===== config.mk =====
export PLATFORM = sky130hd
export DESIGN_NAME = phase_seq
export DESIGN_NICKNAME = d
export VERILOG_FILES = /design/src/rtl/phase_seq_pkg.sv /design/src/rtl/phase_seq_edge_sync.sv /design/src/rtl/phase_seq.sv
export SDC_FILE = /design/constraint.sdc
export NUM_CORES = 1
export LEC_CHECK = 0
export ABC_AREA = 1
export CAP_MARGIN = 15
export CORE_UTILIZATION = 26
export DETAILED_ROUTE_END_ITERATION = 8
export GPL_TIMING_DRIVEN = 0
export PLACE_DENSITY = 0.49
export SLEW_MARGIN = 20
export SYNTH_ARGS = -nofsm -noshare
export SYNTH_HDL_FRONTEND = slang
export SYNTH_HIERARCHICAL = 1
export SYNTH_SLANG_ARGS = --single-unit

===== constraint.sdc =====
create_clock -name clk -period 3.48 [get_ports clk]
set_input_delay 0.348 -clock clk [delete_from_list [all_inputs] [get_ports clk]]
set_output_delay 0.348 -clock clk [all_outputs]
set_load 0.01 [all_outputs]

===== src/rtl/phase_seq_pkg.sv =====
// Shared definitions for the phase sequencer: sequencer states and the
// widths of the phase index and completed-cycle counter.
package phase_seq_pkg;

    // Width of the binary phase index output (covers up to 8 phases).
    localparam int PHASE_IDX_W = 3;

    // Width of the completed CPU cycle counter; wraps silently.
    localparam int CYC_CNT_W = 16;

    // Sequencer states.
    //   IDLE    : no phase active, waiting for run or a step request
    //   RUN     : free-running CPU cycles
    //   HALTING : stop requested, finishing the current cycle
    //   STEP    : executing exactly one CPU cycle, then back to IDLE
    typedef enum logic [1:0] {
        IDLE    = 2'd0,
        RUN     = 2'd1,
        HALTING = 2'd2,
        STEP    = 2'd3
    } state_t;

endpackage : phase_seq_pkg


===== src/rtl/phase_seq_edge_sync.sv =====
// edge_sync: brings the asynchronous divided clock into the clk domain
// through a SYNC_STAGES-deep flop chain, then turns each rising edge of
// the synchronised level into a single-clk tick.
//
// Timing: a rise on din sampled at clk edge n shows up as tick between
// edges n+SYNC_STAGES-1 and n+SYNC_STAGES, so a consumer registering on
// tick changes state SYNC_STAGES+1 edges after the rise.
module edge_sync #(
    parameter int SYNC_STAGES = 2
) (
    input  logic clk,
    input  logic rst,
    input  logic din,
    output logic tick
);

    logic [SYNC_STAGES-1:0] sync_q;
    logic                   hist_q;

    // Synchroniser chain plus one history flop for edge detection; all
    // cleared by reset so a level already high at release yields a tick.
    always_ff @(posedge clk) begin
        if (rst) begin
            // NOTE: sequential state is always assigned with <= so every
            // flop samples the pre-edge value of its neighbour.
            sync_q <= '0;
            hist_q <= 1'b0;
        end else begin
            sync_q <= {sync_q[SYNC_STAGES-2:0], din};
            hist_q <= sync_q[SYNC_STAGES-1];
        end
    end

    // Rising edge of the synchronised level; both operands are flops.
    assign tick = sync_q[SYNC_STAGES-1] & ~hist_q;

endmodule : edge_sync


===== src/rtl/phase_seq.sv =====
// phase_seq: instruction phase sequencer. Each rising edge of the
// divided clock (after synchronisation) advances a one-hot phase strobe;
// NPHASE phases make one CPU cycle. Supports free run, halting at the
// next cycle boundary and, optionally, single-cycle stepping.
//
// Build option: define PHASE_SEQ_STEP_EN to enable the STEP state,
// step_req and step_ack. Without it step_req is ignored and step_ack is
// tied low; the port list is identical in both builds.
module phase_seq
    import phase_seq_pkg::*;
#(
    parameter int NPHASE      = 4,
    parameter int SYNC_STAGES = 2
) (
    input  logic                   clk,
    input  logic                   rst,
    input  logic                   clkdiv,
    input  logic                   run,
    input  logic                   halt_req,
    input  logic                   step_req,
    output logic                   step_ack,
    output logic [NPHASE-1:0]      phase,
    output logic [PHASE_IDX_W-1:0] phase_idx,
    output logic                   cycle_start,
    output logic                   halted,
    output logic [CYC_CNT_W-1:0]   cycle_cnt
);

    // Index of the final phase of a CPU cycle.
    localparam logic [PHASE_IDX_W-1:0] LAST_IDX = PHASE_IDX_W'(NPHASE - 1);

    logic                   tick;
    state_t                 state_q, state_d;
    logic [PHASE_IDX_W-1:0] idx_q, idx_d;
    logic [CYC_CNT_W-1:0]   cnt_q, cnt_d;
    logic                   cycle_start_q, cycle_start_d;
    logic                   stop_req;
    logic                   at_last;
    logic                   phase_on;

`ifdef PHASE_SEQ_STEP_EN
    // step_live: inside STEP, the first tick has started phase 0.
    logic                   step_live_q, step_live_d;
    logic                   step_ack_q, step_ack_d;
`else
    // step_req has no function in this build.
    logic                   unused_step_req;
    assign unused_step_req = step_req;
`endif

    edge_sync #(
        .SYNC_STAGES(SYNC_STAGES)
    ) u_edge_sync (
        .clk (clk),
        .rst (rst),
        .din (clkdiv),
        .tick(tick)
    );

    assign stop_req = halt_req | ~run;
    assign at_last  = (idx_q == LAST_IDX);

    // Next-state, phase index, cycle counter and pulse outputs.
    always_comb begin
        // NOTE: every variable gets a default first so no path through
        // the case statement can infer a latch.
        state_d       = state_q;
        idx_d         = idx_q;
        cnt_d         = cnt_q;
        cycle_start_d = 1'b0;
`ifdef PHASE_SEQ_STEP_EN
        step_live_d   = step_live_q;
        step_ack_d    = 1'b0;
`endif
        case (state_q)
            IDLE: begin
                idx_d = '0;
                if (tick && run && !halt_req) begin
                    state_d       = RUN;
                    cycle_start_d = 1'b1;
                end
`ifdef PHASE_SEQ_STEP_EN
                // run takes priority; a step request alongside it is dropped.
                else if (step_req && !run) begin
                    state_d     = STEP;
                    step_live_d = 1'b0;
                end
`endif
            end

            RUN: begin
                if (tick && at_last) begin
                    cnt_d = cnt_q + CYC_CNT_W'(1);
                    idx_d = '0;
                    if (stop_req) begin
                        // Stop landed exactly on the boundary: no new cycle.
                        state_d = IDLE;
                    end else begin
                        cycle_start_d = 1'b1;
                    end
                end else begin
                    if (tick) begin
                        idx_d = idx_q + PHASE_IDX_W'(1);
                    end
                    if (stop_req) begin
                        state_d = HALTING;
                    end
                end
            end

            HALTING: begin
                // run/halt_req are not looked at until back in IDLE.
                if (tick) begin
                    if (at_last) begin
                        cnt_d   = cnt_q + CYC_CNT_W'(1);
                        idx_d   = '0;
                        state_d = IDLE;
                    end else begin
                        idx_d = idx_q + PHASE_IDX_W'(1);
                    end
                end
            end

`ifdef PHASE_SEQ_STEP_EN
            STEP: begin
                // All requests are ignored; only ticks move the step along.
                if (tick) begin
                    if (!step_live_q) begin
                        step_live_d   = 1'b1;
                        idx_d         = '0;
                        cycle_start_d = 1'b1;
                    end else if (at_last) begin
                        cnt_d       = cnt_q + CYC_CNT_W'(1);
                        idx_d       = '0;
                        step_live_d = 1'b0;
                        step_ack_d  = 1'b1;
                        state_d     = IDLE;
                    end else begin
                        idx_d = idx_q + PHASE_IDX_W'(1);
                    end
                end
            end
`endif

            default: begin
                state_d = IDLE;
                idx_d   = '0;
            end
        endcase
    end

    // State register with synchronous reset from any state.
    always_ff @(posedge clk) begin
        if (rst) begin
            state_q       <= IDLE;
            idx_q         <= '0;
            cnt_q         <= '0;
            cycle_start_q <= 1'b0;
`ifdef PHASE_SEQ_STEP_EN
            step_live_q   <= 1'b0;
            step_ack_q    <= 1'b0;
`endif
        end else begin
            state_q       <= state_d;
            idx_q         <= idx_d;
            cnt_q         <= cnt_d;
            cycle_start_q <= cycle_start_d;
`ifdef PHASE_SEQ_STEP_EN
            step_live_q   <= step_live_d;
            step_ack_q    <= step_ack_d;
`endif
        end
    end

    // A phase strobe is shown whenever a cycle is in progress; in STEP
    // that starts only once the first tick has opened phase 0.
`ifdef PHASE_SEQ_STEP_EN
    assign phase_on = (state_q != IDLE) && ((state_q != STEP) || step_live_q);
    assign step_ack = step_ack_q;
`else
    assign phase_on = (state_q != IDLE);
    assign step_ack = 1'b0;
`endif

    assign phase       = phase_on ? (NPHASE'(1) << idx_q) : '0;
    assign phase_idx   = idx_q;
    assign cycle_start = cycle_start_q;
    assign halted      = (state_q == IDLE);
    assign cycle_cnt   = cnt_q;

endmodule : phase_seq

# Yosys cells after proc, flatten, opt, wreduce, memory -nomap -nowiden
# Cells that the tools add are included.
# totals
regBits	25
word_cells	53
inputBits	6
out_inout_bits	26
# classes
reduce_logical	10
addsub	2
muxes	21
bitwise_logic	4
shift	1
eq_ne	9
# op_table
op	n
16-bit 2-to-1 mux	3
16-bit one-hot mux with 2 select lines	1
16-bit by 1-bit adder with 16-bit output, second input constant	1
2-bit 2-to-1 mux	6
3-bit 2-to-1 mux	4
2-bit inequality test, second input constant	4
4-bit AND reduction	2
2-bit one-hot mux with 3 select lines	1
3-bit one-hot mux with 2 select lines	1
4-bit 2-to-1 mux	1
2-bit nonzero test	2
1-bit by 3-bit << shifter with 4-bit output, first input constant	1
3-bit by 1-bit adder with 3-bit output, second input constant	1
3-bit by 2-bit equality test with 1-bit output, second input constant	1
1-bit logical AND	3
1-bit 2-to-1 mux	3
3-bit inequality test, second input constant	1
2-bit by 1-bit equality test with 1-bit output, second input constant	1
2-bit equality test, second input constant	1
2-bit logical NOT	1
2-bit by 1-bit inequality test with 1-bit output, second input constant	1
1-bit inverter	2
1-bit one-hot mux with 2 select lines	1
2-bit AND reduction	1
other kinds (3)	3

# Longest topological paths before layout
# Gate-level depths: netlist of the first run.
# depth
depth_word	6
ltp_mapped	9
mapped_depth_nobuf	9

# Modules after synthesis
# Netlist of the first run, hierarchy kept.
# modules_own_cells
mod	instances	seq_area_each_um2	area_each_um2	cells_per_inst
phase_seq	1	440.4	1275.0	189
edge_sync	1	60.1	86.3	10

# Worst setup path after synthesis of the first run
# No wires, ideal clock.
# synth_path
path_kind	register to register
start	register state_q[1]
end	register cnt_q[6], in the netlist cycle_cnt[6]
setup_ns	0.128
synth_period_minus_slack_ns	1.426
path_stages_with_launch	9
arrival_time_ns	1.298
setup_slack_ns	2.054
required_time_ns	3.352
n_path_buf	1
path_cell_list	dfxtp_1 -> inv_1 -> ha_1 -> nor2_1 -> nor2_4 -> buf_6 -> nand2_1 -> xor2_1 -> nor2_1
# synth_via
elab_chain_cells	3
elab_cells_between_ends	8
classes_between	eq/ne: 5; mux: 1; reduce/logical: 2
# synth_lines
item	line	text
start, declared	phase_seq.sv:33	state_t state_q, state_d;
start signal, assigned	phase_seq.sv:164	state_q <= state_d;
2-bit by 1-bit equality test with 1-bit output / 2-bit equality test (equally long branches)	phase_seq.sv:75	case (state_q)
2-bit inequality test (no line) / 2-bit nonzero test (equally long branches)	--	
4-bit AND reduction (no line)	--	
end signal, assigned	phase_seq.sv:166	cnt_q <= cnt_d;
end, declared	phase_seq.sv:35	logic [CYC_CNT_W-1:0] cnt_q, cnt_d;
# Several ways; a longest one is shown, not always the timed one.
# A chain may end at the register's enable or synchronous reset.

# Final worst setup path of the first run
# layout_path
start	register idx_q[0], in the netlist phase_idx[0]
end	output phase[3]
# layout_via
elab_chain_cells	2
# layout_lines
item	line	text
start, declared	phase_seq.sv:34	logic [PHASE_IDX_W-1:0] idx_q, idx_d;
start signal, assigned	phase_seq.sv:165	idx_q <= idx_d;
1-bit by 3-bit << shifter with 4-bit output	phase_seq.sv:185	assign phase = phase_on ? (NPHASE'(1) << idx_q) : '0;
4-bit 2-to-1 mux	phase_seq.sv:185	
end, declared	phase_seq.sv:22	output logic [NPHASE-1:0] phase,
# Every way passes these cells.

==> reports/summary.log, run 1 <==
INFO  clock_network  cts_setup_buffers=0
INFO  timing         post_layout_worst_setup_margin=1.317ns
INFO  clock_network  tritoncts=done
INFO  timing         max_slew_violations=0
INFO  setup_path     cp_data_required_time=3.13ns
INFO  global_routing grt_pass1_wl=5.471mm
INFO  synth          post_synth_instance_area=1361squm
INFO  floorplanning  die_y=74.36um
INFO  synth          yosysSeqAreaShare=36.76%
INFO  synth          synth_largest_area_cell=sky130_fd_sc_hd__dfxtp_1
INFO  pwr            power.leakage=0.6784nW
INFO  place          finalWeightedCongestion=0.7696
INFO  timing         worst_slew_margin_relative_to_its_limit=63.32%
INFO  drt            iteration_0_drc_markers=64
INFO  synth          synth_top_area_share=36.76%
INFO  clock_network  cts_made_buffers=3
INFO  timing         totalNegativeSetupSlack=0ns
INFO  floorplanning  fp.dieArea=5529squm
INFO  status         outcome=completed
INFO  timing         grt_setup_unrepaired=no
INFO  final_layout   drive_gt1_share=4.310%
INFO  setup_path     worst-path-max-fanout=6
INFO  synth          ys_seq_elements=25
INFO  drt            highest_routed_metal_layer=met4
INFO  setup_path     worstSetupStartpointType=register
INFO  timing         max_slew.worst_pin.slew=0.5502ns
INFO  floorplanning  io_pins=32
INFO  timing         max_freq=0.4623GHz
INFO  synth          netlist_cell_types=25
INFO  floorplanning  area_of_the_core=4880squm
INFO  clock_network  clock_tree.buffer_depth=2
INFO  drt            drt-met1-wl=1.585mm
INFO  timing         min_period_over_period=62.16%
INFO  global_routing first_global_vias=1188
INFO  worst_hold_path holdCritPathClass=register to register
INFO  setup_path     crit_type=register to primary output
INFO  setup_path     worst_setup_path_end_kind=primary output
INFO  final_layout   layout-area-overhead-vs-synth=30.88%
INFO  synth          number_of_instances_in_the_synthesized_netlist=199
INFO  drt            drt-vias-per-instance=4.355
INFO  global_routing grt_usage=12.74%
INFO  drt            drc_errors=0
INFO  floorplanning  rows=25
INFO  final_layout   design.final.nets=248
INFO  clock_network  cts-root-buf=sky130_fd_sc_hd__clkbuf_8
INFO  final_layout   insertedDiodeCount=0
INFO  place          post-place-ws=1.606ns
INFO  clock_network  cts_h_tree_depth=1
INFO  pwr            power.density_cell_area=408.1nW/um^2
INFO  floorplanning  die_w=74.36um
INFO  final_layout   layout_common_cells=39 x sky130_fd_sc_hd__nor2_1, 36 x sky130_fd_sc_hd__nand2_1, 29 x sky130_fd_sc_hd__clkdlybuf4s50_1, 28 x sky130_fd_sc_hd__inv_1, 25 x sky130_fd_sc_hd__dfxtp_1
INFO  drt            drtAntennaViolNets=0
INFO  clock_network  clk_pin_slew=0.09ns
INFO  job            maxCapViolCount=0
INFO  global_routing grt_max_degree=15
INFO  synth          postSynthNetCount=214
INFO  timing         finalHoldViolCount=0
INFO  place          place_hpwl=2.370mm
INFO  clock_network  post_cts_resized=0
INFO  setup_path     cp_data_arrival_time=1.82ns
INFO  clock_network  clock_insertion_delay_worst_skew=0.27ns
INFO  global_routing initial_antenna_violation_count=0
INFO  timing         finalSetupViolations=0
INFO  clock_network  cts_num_sinks=25
INFO  timing         final_period_minus_worst_setup_slack=2.163ns
INFO  synth          postSynthAreaPerCell=6.841squm
INFO  pwr            irDropWorstVdd=242.7uV
INFO  final_layout   layout_commonest_cell=sky130_fd_sc_hd__nor2_1
INFO  place          io_buffers=29
INFO  synth          synthesis.yosys.warnings=6
INFO  synth          synth_area_leaders=sky130_fd_sc_hd__dfxtp_1 37%, sky130_fd_sc_hd__nor2_1 11%, sky130_fd_sc_hd__nand2_1 9.9%, sky130_fd_sc_hd__ha_1 8.3%, sky130_fd_sc_hd__inv_1 7.7%
INFO  global_routing grt_overflow_total=0
INFO  clock_network  cts_hold_buffers=0
INFO  floorplanning  initial_core_util=27.90%
INFO  timing         clock_skew=0.003952ns
INFO  drt            drt-total-wl=3.131mm
INFO  drt            dr_wl_met2=1.360mm
INFO  drt            route.met3.wl=166um
INFO  drt            detailroute.via_count=1302
INFO  drt            drt-pass1-iter-count=4
INFO  drt            detail_route.wl_per_cell=10.47um
## power breakdown
group	total [mW]	leakage (nW)	switching [mW]	internal, mW
logic	0.241	0.451	0.146	0.0945
clock network	0.176	0.0255	0.0955	0.0802
registers	0.311	0.202	0.00954	0.301
## cells in the mapped netlist
library cell,count
sky130_fd_sc_hd__a21oi_1,11
sky130_fd_sc_hd__a41oi_1,1
sky130_fd_sc_hd__and3_1,1
sky130_fd_sc_hd__buf_4,1
sky130_fd_sc_hd__buf_6,1
sky130_fd_sc_hd__clkbuf_1,1
sky130_fd_sc_hd__clkinv_1,1
sky130_fd_sc_hd__conb_1,1
sky130_fd_sc_hd__dfxtp_1,25
sky130_fd_sc_hd__ha_1,9
sky130_fd_sc_hd__inv_1,28
sky130_fd_sc_hd__nand2_1,36
sky130_fd_sc_hd__nand3_1,13
sky130_fd_sc_hd__nand3_2,2
sky130_fd_sc_hd__nand3b_1,1
sky130_fd_sc_hd__nand4_1,4
sky130_fd_sc_hd__nor2_1,39
sky130_fd_sc_hd__nor2_2,1
sky130_fd_sc_hd__nor2_4,1
sky130_fd_sc_hd__nor3_1,9
sky130_fd_sc_hd__o21ai_0,4
sky130_fd_sc_hd__o21ai_1,4
sky130_fd_sc_hd__o22ai_1,1
sky130_fd_sc_hd__xnor2_1,1
sky130_fd_sc_hd__xor2_1,3
## state kept, by name (all words and copies together), names as in the netlist
register / cells
u_edge_sync/sync_q: 2
cycle_start: 1
u_edge_sync/hist_q: 1
state_q: 2
phase_idx: 3
cycle_cnt: 16
## path summary, 6_finish.rpt
kind | from | slack [ns] | cells past startpoint | end
max | phase_idx[0] | 1.32 | 6 | phase[3]
min | u_edge_sync/sync_q[0] | 0.41 | 2 | u_edge_sync/sync_q[1]
max reg2reg | u_edge_sync/sync_q[1] | 1.83 | 8 | cycle_cnt[5]
min reg2reg | u_edge_sync/sync_q[0] | 0.41 | 2 | u_edge_sync/sync_q[1]
## per-stage QoR
step                      utilization [%]  std cells  area [sq um]  hold slack, ns  power (mW)
after global routing                36.51        299          1782          0.4250      0.7854
after CTS                           36.51        299          1782          0.4088      0.7382
final                               36.51        299          1782          0.4089      0.7271
after floorplan                         -        199          1361          0.3883      0.4734
after global placement              35.56        295          1735          0.3905      0.5619
after detailed placement            35.56        295          1735          0.3958      0.5591
## area by class of cell
cell class | instances | area, sq um
Tap cell | 67 | 83.83
Timing Repair Buffer | 29 | 290.3
Sequential cell | 25 | 500.5
Fill cell | 538 | 3098
Buffer | 3 | 22.52
Clock buffer | 3 | 41.29
Inverter | 29 | 108.9
Multi-Input combinational cell | 142 | 729.5
Clock inverter | 1 | 5.005
## logic make-up (layout without fill, tap and decap cells)
| group | after synthesis | in the layout | synth area share, % |
|---|---|---|---|
| simple gates | 107 | 107 | 34.38 |
| buf+inv | 32 | 65 | 9.650 |
| flops | 25 | 25 | 36.76 |
| compound gates | 21 | 21 | 8.089 |
| fa+ha+maj | 9 | 9 | 8.272 |
| xor+xnor | 4 | 4 | 2.574 |
| other cells | 1 | 1 | 0.2755 |
## critical path, cell delays in order (launching register included)
cell	delay [ns]
sky130_fd_sc_hd__dfxtp_1	0.43
sky130_fd_sc_hd__ha_1	0.22
sky130_fd_sc_hd__inv_1	0.05
sky130_fd_sc_hd__nor2_1	0.15
sky130_fd_sc_hd__inv_1	0.07
sky130_fd_sc_hd__nor2_1	0.08
sky130_fd_sc_hd__clkdlybuf4s50_1	0.54
## metal layers
layer,global-route usage [%],up-vias
met1,17.32,579
met5,0,-
met2,20.52,25
li1,-,696
met3,3.523,2
met4,1.887,0
Power figures use the tool's default switching activity.
==> run 2: changes to the inputs <==
- PLACE_DENSITY: 0.49 -> 0.51
- clock period: 3.48 -> 1.94 ns (I/O delays scaled with it)
==> run 2 against run 1 <==
Net effect: sequential share of layout area is 0.20 points higher; sequential power up 80%; total power grew 79%; clock power increased by 77%; core utilization rose by 0.10 points; setup slack got worse by 1.2 ns; combinational power grew 80%; critical path depth decreased by 2; first-iteration DRC count is 7.8% higher.
==> reports/summary.log, run 2 (synthesized netlist as in run 1, its figures left out) <==
INFO  status         outcome=completed [unchanged]
INFO  clock_network  cts_setup_buffers=0 [unchanged]
INFO  place          place_hpwl=2.373mm [was 2.370 mm]
INFO  timing         max_slew_violations=0 [unchanged]
INFO  setup_path     critPathMaxStageDelay=0.54ns [about the same]
INFO  global_routing grt_overflow_total=0 [unchanged]
INFO  clock_network  clock_insertion_delay_worst_skew=0.27ns [about the same]
INFO  floorplanning  fp.dieArea=5529squm [unchanged]
INFO  setup_path     critical_path.n_buffers_inverters=2 [was 3]
INFO  global_routing grt_pass1_wl=5.285mm [was 5.471 mm]
INFO  clock_network  cts_num_sinks=25 [unchanged]
INFO  timing         finalHoldViolCount=0 [unchanged]
INFO  place          post-place-ws=0.2203ns [was 1.606 ns]
INFO  job            maxCapViolCount=0 [unchanged]
INFO  final_layout   insertedDiodeCount=0 [unchanged]
INFO  setup_path     crit_type=register to primary output [unchanged]
INFO  floorplanning  initial_core_util=27.90% [unchanged]
INFO  setup_path     worstSetupStartpointType=register [unchanged]
INFO  pwr            irDropWorstVdd=308.2uV [was 242.7 uV]
INFO  setup_path     critPathSlowestCell=sky130_fd_sc_hd__clkdlybuf4s50_1 [unchanged]
INFO  clock_network  clock_tree.buffer_depth=2 [unchanged]
INFO  floorplanning  area_of_the_core=4880squm [unchanged]
INFO  timing         finalSetupViolations=0 [unchanged]
INFO  drt            iteration_0_drc_markers=69 [was 64]
INFO  timing         grt_setup_unrepaired=no [unchanged]
INFO  setup_path     worst_setup_path_end_kind=primary output [unchanged]
INFO  setup_path     worstPathCellList=inv_1 > ha_2 > nor2_1 > clkdlybuf4s50_1 [was ha_1 > inv_1 > nor2_1 > inv_1 > nor2_1 > clkdlybuf4s50_1]
INFO  setup_path     timing.critical_path.max_delay_family=buffers and inverters [unchanged]
INFO  final_layout   layout_commonest_cell=sky130_fd_sc_hd__nor2_1 [unchanged]
INFO  floorplanning  rows=25 [unchanged]
INFO  place          finalWeightedCongestion=0.7919 [was 0.7696]
INFO  setup_path     cp_data_required_time=1.75ns [was 3.13 ns]
INFO  floorplanning  die_y=74.36um [unchanged]
INFO  final_layout   regArea=505.5squm [was 500.5 sq um]
INFO  clock_network  cts_h_tree_depth=1 [unchanged]
INFO  timing         totalNegativeSetupSlack=0ns [unchanged]
INFO  drt            drc_errors=0 [unchanged]
INFO  global_routing grt_usage=12.42% [was 12.74%]
INFO  global_routing grt_max_degree=14 [was 15]
INFO  timing         max_slew.worst_pin.slew=0.5072ns [was 0.5502 ns]
INFO  floorplanning  io_pins=32 [unchanged]
INFO  drt            drt-pass1-iter-count=4 [unchanged]
INFO  drt            drt-vias-per-instance=4.314 [was 4.355]
INFO  pwr            power.density_cell_area=730.3nW/um^2 [was 408.1 nW/um^2]
INFO  timing         post_layout_worst_setup_margin=0.1478ns [was 1.317 ns]
INFO  drt            drt-total-wl=3.116mm [was 3.131 mm]
INFO  floorplanning  die_w=74.36um [unchanged]
INFO  final_layout   design.final.nets=248 [unchanged]
INFO  final_layout   largest_register_ff_count=16 [unchanged]
INFO  global_routing first_global_vias=1159 [was 1188]
INFO  timing         min_period_over_period=92.38%
INFO  setup_path     worst-path-max-fanout=8 [was 6]
INFO  clock_network  cts_made_buffers=3 [unchanged]
INFO  clock_network  cts_hold_buffers=0 [unchanged]
INFO  final_layout   area_occupied_by_multi_input_gates=732.0squm [was 729.5 sq um]
INFO  final_layout   layout_common_cells=39 x sky130_fd_sc_hd__nor2_1, 36 x sky130_fd_sc_hd__nand2_1, 28 x sky130_fd_sc_hd__inv_1, 28 x sky130_fd_sc_hd__clkdlybuf4s50_1, 23 x sky130_fd_sc_hd__dfxtp_1 [was 39 x sky130_fd_sc_hd__nor2_1, 36 x sky130_fd_sc_hd__nand2_1, 29 x sky130_fd_sc_hd__clkdlybuf4s50_1, 28 x sky130_fd_sc_hd__inv_1, 25 x sky130_fd_sc_hd__dfxtp_1]
INFO  clock_network  clk_pin_slew=0.08ns [was 0.09 ns]
INFO  timing         clock_skew=0.001881ns [was 0.003952 ns]
INFO  timing         max_freq=0.5580GHz
INFO  drt            detail_route.wl_per_cell=10.42um [was 10.47 um]
INFO  timing         final_period_minus_worst_setup_slack=1.792ns
INFO  global_routing initial_antenna_violation_count=0 [unchanged]
INFO  drt            detailroute.via_count=1290 [was 1302]
INFO  final_layout   num-fill-cells=554 [was 538]
INFO  clock_network  cts-root-buf=sky130_fd_sc_hd__clkbuf_8 [unchanged]
INFO  pwr            power.leakage=0.6808nW [was 0.6784 nW]
INFO  worst_hold_path holdCritPathClass=register to register [unchanged]
INFO  place          io_buffers=29 [unchanged]
INFO  drt            drtAntennaViolNets=0 [unchanged]
INFO  setup_path     cp_data_arrival_time=1.60ns [was 1.82 ns]
INFO  setup_path     r2r_setup_slack=0.29ns [was 1.83 ns]
INFO  clock_network  tritoncts=done [unchanged]
INFO  final_layout   drive_gt1_share=5.172% [was 4.310%]
INFO  timing         worst_slew_margin_relative_to_its_limit=66.19% [was 63.32%]
INFO  final_layout   layout-area-overhead-vs-synth=31.25% [was 30.88%]
INFO  pwr            power.total=1.305mW [was 0.7271 mW]
==> run 2: through the flow <==
| step | instances | cell area, sq um | hold WS, ns | utilization (%) |
|---|---|---|---|---|
| floorplan | 199 | 1361 | 0.2652 | - |
| global placement | 295 | 1735 | 0.3904 | 35.56 |
| detailed placement | 295 | 1735 | 0.3962 | 35.56 |
| CTS | 299 | 1784 | 0.4092 | 36.56 |
| global route | 299 | 1787 | 0.4162 | 36.62 |
| finish | 299 | 1787 | 0.4079 | 36.62 |
==> run 2: path summary, 6_finish.rpt <==
kind,start,to,cells after the start
hold reg to reg,u_edge_sync/sync_q[0],u_edge_sync/sync_q[1],2
setup / recovery,state_q[0],phase[2],4
setup reg to reg,u_edge_sync/sync_q[1],cycle_cnt[6],8
hold / removal,u_edge_sync/sync_q[0],u_edge_sync/sync_q[1],2
==> run 2: area by class of cell <==
cell class / instances / share of cell area [%]
Multi-Input combinational cell: 142 / 40.97
Tap cell: 67 / 4.692
Clock buffer: 4 / 2.521
Inverter: 29 / 6.092
Sequential cell: 25 / 28.29
Buffer: 3 / 1.261
Timing Repair Buffer: 29 / 16.18
==> run 2: timing repair <==
item | in CTS | in global routing
gates cloned | 0 | 0
endpoints found under the setup margin | 1 | 3
pin swaps | 0 | 0
gates resized for setup | 4 | 1
==> run 2: layer usage <==
metal  track usage (%)  wire, um  share of wire [%]  vias up
li1                  -         -                  -      695
met1             17.22      1640                 53      559
met2             18.62      1299                 42       27
met3             2.981       123                3.9        9
met4             4.612        52                1.7        0
met5                 0         0                  0        -
==> run 2: worst min-delay path, cell delays in order (launching register included) <==
cell	delay, ns
sky130_fd_sc_hd__dfxtp_1	0.31
sky130_fd_sc_hd__inv_1	0.04
sky130_fd_sc_hd__nor2_1	0.03
==> run 2: report_power, final <==
part	internal, mW	switching (mW)	total (mW)
combinational	0.175	0.258	0.433
sequential	0.542	0.0183	0.560
clock	0.147	0.164	0.311
total	0.864	0.440	1.30
==> run 3: changes to the inputs <==
- CORE_ASPECT_RATIO: not set -> 0.9
- PLACE_DENSITY: 0.51 -> 0.49
- clock period: 1.94 -> 2.3 ns (I/O delays scaled with it)
==> run 3 against run 2 <==
Net effect: worst hold slack got worse by 0.0027 ns; wire length decreased by 1.9%; register-to-register slack improved by 0.29 ns; sequential cell count unchanged; setup slack improved by 0.055 ns; clock power decreased by 12%; sequential share of layout area decreased by 0.20 points; cell area decreased by 0.28%; combinational power decreased by 17%; cell count decreased by 0.67%.
==> reports/summary.log, run 3 (synthesized netlist as in run 1, its figures left out) <==
INFO  status         outcome=completed [unchanged]
INFO  clock_network  clock_insertion_delay_worst_skew=0.27ns [about the same]
INFO  pwr            p_clk_share=24.8% [was 23.9%]
INFO  floorplanning  die_y=70.65um [was 74.36 um]
INFO  final_layout   area_occupied_by_multi_input_gates=729.5squm [was 732.0 sq um]
INFO  pwr            share_of_total_power_consumed_by_net_switching=34.46% [was 33.75%]
INFO  final_layout   design.final.nets=248 [unchanged]
INFO  drt            iteration_0_drc_markers=48 [was 69]
INFO  pwr            power_internal=0.7223mW [was 0.8644 mW]
INFO  pwr            irDropWorstVdd=202.5uV [was 308.2 uV]
INFO  setup_path     worstSetupStartpointType=register [unchanged]
INFO  timing         final_period_minus_worst_setup_slack=2.097ns
INFO  final_layout   regArea=500.5squm [was 505.5 sq um]
INFO  floorplanning  rows=24 [was 25]
INFO  pwr            power_switching=0.3798mW [was 0.4404 mW]
INFO  timing         min_period_over_period=91.16%
INFO  timing         worst_hold_slack=0.4051ns [was 0.4079 ns]
INFO  drt            drt-vias-per-instance=4.273 [was 4.314]
INFO  setup_path     critPathLaunch=phase_idx[1] [was state_q[0]]
INFO  drt            dr_wl_met2=1.207mm [was 1.299 mm]
INFO  drt            drt-met1-wl=1.716mm [was 1.640 mm]
INFO  drt            drtAntennaViolNets=0 [unchanged]
INFO  drt            detail_route.wl_per_cell=10.29um [was 10.42 um]
INFO  floorplanning  initial_core_util=27.64% [was 27.90%]
INFO  setup_path     r2r_setup_slack=0.58ns [was 0.29 ns]
INFO  pwr            power.leakage=0.6747nW [was 0.6808 nW]
INFO  timing         finalHoldViolCount=0 [unchanged]
INFO  setup_path     cp_data_arrival_time=1.87ns [was 1.60 ns]
INFO  drt            drc_errors=0 [unchanged]
INFO  clock_network  clk_pin_slew=0.09ns [was 0.08 ns]
INFO  drt            detailroute.via_count=1269 [was 1290]
INFO  setup_path     regToRegEndpoint=cycle_cnt[13] [was cycle_cnt[6]]
INFO  global_routing grt_usage=11.56% [was 12.42%]
INFO  global_routing initial_antenna_violation_count=0 [unchanged]
INFO  final_layout   insertedDiodeCount=0 [unchanged]
INFO  timing         clock_skew=0.001579ns [was 0.001881 ns]
INFO  pwr            share_comb_of_total_power=32.4% [was 33.2%]
INFO  global_routing grt_overflow_total=0 [unchanged]
INFO  clock_network  cts-root-buf=sky130_fd_sc_hd__clkbuf_8 [unchanged]
INFO  place          place_hpwl=2.358mm [was 2.373 mm]
INFO  timing         finalSetupViolations=0 [unchanged]
INFO  timing         post_layout_worst_setup_margin=0.2032ns [was 0.1478 ns]
INFO  setup_path     crit-reg2reg-launch=phase_idx[1] [was u_edge_sync/sync_q[1]]
INFO  floorplanning  io_pins=32 [unchanged]
INFO  place          io_buffers=29 [unchanged]
INFO  timing         grt_setup_unrepaired=no [unchanged]
INFO  floorplanning  die_w=78.27um [was 74.36 um]
INFO  worst_hold_path number_of_instances_on_the_worst_hold_path=2 [unchanged]
INFO  setup_path     cp-endpoint=phase[3] [was phase[2]]
INFO  place          post-place-ws=0.5097ns [was 0.2203 ns]
INFO  final_layout   largest_register_ff_count=16 [unchanged]
INFO  floorplanning  fp.dieArea=5529squm [about the same]
INFO  final_layout   layout_commonest_cell=sky130_fd_sc_hd__nor2_1 [unchanged]
INFO  clock_network  cts_setup_buffers=0 [unchanged]
INFO  clock_network  cts_num_sinks=25 [unchanged]
INFO  global_routing grt_max_degree=16 [was 14]
INFO  final_layout   layout_common_cells=39 x sky130_fd_sc_hd__nor2_1, 36 x sky130_fd_sc_hd__nand2_1, 29 x sky130_fd_sc_hd__clkdlybuf4s50_1, 28 x sky130_fd_sc_hd__inv_1, 25 x sky130_fd_sc_hd__dfxtp_1 [was 39 x sky130_fd_sc_hd__nor2_1, 36 x sky130_fd_sc_hd__nand2_1, 28 x sky130_fd_sc_hd__inv_1, 28 x sky130_fd_sc_hd__clkdlybuf4s50_1, 23 x sky130_fd_sc_hd__dfxtp_1]
INFO  timing         totalNegativeSetupSlack=0ns [unchanged]
INFO  drt            drt-pass1-iter-count=4 [unchanged]
INFO  final_layout   layout-area-overhead-vs-synth=30.88% [was 31.25%]
INFO  drt            highest_routed_metal_layer=met4 [unchanged]
INFO  timing         max_freq=0.4769GHz
INFO  pwr            power.density_cell_area=618.5nW/um^2 [was 730.3 nW/um^2]
INFO  pwr            sequentialPowerShare=42.8% [was 42.9%]
INFO  setup_path     worst-path-max-fanout=6 [was 8]
INFO  drt            drt-total-wl=3.057mm [was 3.116 mm]
INFO  worst_hold_path holdCritPathClass=register to register [unchanged]
INFO  global_routing first_global_vias=1153 [was 1159]
INFO  drt            route.met3.wl=108um [was 123 um]
INFO  setup_path     cp_data_required_time=2.07ns [was 1.75 ns]
INFO  global_routing grt_pass1_wl=5.161mm [was 5.285 mm]
INFO  clock_network  cts_hold_buffers=0 [unchanged]
INFO  timing         max_slew_violations=0 [unchanged]
INFO  clock_network  tritoncts=done [unchanged]
INFO  final_layout   drive_gt1_share=4.310% [was 5.172%]
INFO  setup_path     rr_worst_depth=8 [unchanged]
INFO  clock_network  cts_made_buffers=3 [unchanged]
INFO  clock_network  clock_tree.buffer_depth=2 [unchanged]
INFO  floorplanning  area_of_the_core=4925squm [was 4880 sq um]
INFO  job            maxCapViolCount=0 [unchanged]
INFO  clock_network  cts_h_tree_depth=1 [unchanged]
INFO  setup_path     worst_setup_path_end_kind=primary output [unchanged]
INFO  final_layout   num-fill-cells=542 [was 554]
INFO  clock_network  post_cts_resized=0 [was 4]
INFO  place          finalWeightedCongestion=0.8066 [was 0.7919]
INFO  setup_path     crit_type=register to primary output [unchanged]
==> run 3: changes by cell type in the layout (fill, tap and decap cells not counted), sizes merged <==
cell	change
dlygate4sd2	-1
clkdlybuf4s50	+1
clkbuf	-1
clkinvlp	+1
==> run 3: per-stage QoR <==
step                      std cells  total power, mW  util (%)  area [sq um]
after floorplan                 199           0.7162         -          1361
after detailed placement        293           0.8418     35.19          1733
final                           297            1.102     36.18          1782
after CTS                       297            1.119     36.18          1782
after global placement          293           0.8438     35.19          1733
after global routing            297            1.183     36.18          1782
==> run 3: area by class of cell <==
class                      count  share of cell area (%)
clock inverter                 1                  0.4213
multi-input combinational    142                   40.94
inverter                      29                   6.110
clock buffer                   3                   2.317
tap                           65                   4.565
buffer                         3                   1.264
timing repair buffer          29                   16.29
sequential                    25                   28.09
==> run 3: worst max-delay path: stages (launching register included) <==
cell                              delay (ns)
sky130_fd_sc_hd__dfxtp_1                0.46
sky130_fd_sc_hd__ha_1                   0.23
sky130_fd_sc_hd__inv_1                  0.04
sky130_fd_sc_hd__nor2_1                 0.16
sky130_fd_sc_hd__inv_1                  0.08
sky130_fd_sc_hd__nor2_1                 0.09
sky130_fd_sc_hd__clkdlybuf4s50_1        0.53
==> run 3: how the worst min path moves through the flow <==
| stage | slack [ns] | end | from |
|---|---|---|---|
| after floorplan | 0.30 | u_edge_sync/sync_q[0] | rst |
| after global placement | 0.39 | u_edge_sync/sync_q[1] | u_edge_sync/sync_q[0] |
| after detailed placement | 0.39 | u_edge_sync/sync_q[1] | u_edge_sync/sync_q[0] |
| after CTS | 0.41 | u_edge_sync/sync_q[1] | u_edge_sync/sync_q[0] |
| after global routing | 0.41 | u_edge_sync/sync_q[1] | u_edge_sync/sync_q[0] |
| final | 0.41 | u_edge_sync/sync_q[1] | u_edge_sync/sync_q[0] |
==> run 3: per-layer routing <==
layer / vias to the layer above / global-route usage [%]
met2: 25 / 17.74
met1: 544 / 16.44
met4: 0 / 2.469
li1: 695 / -
met3: 5 / 2.710
met5: - / 0
==> run 3: power groups by stage <==
stage	Combinational [mW]	Sequential [mW]	Clock (mW)
after floorplan	0.236	0.480	0
after global routing	0.404	0.476	0.304
after detailed placement	0.361	0.481	0
final	0.358	0.472	0.273
after CTS	0.362	0.472	0.286
after global placement	0.363	0.481	0
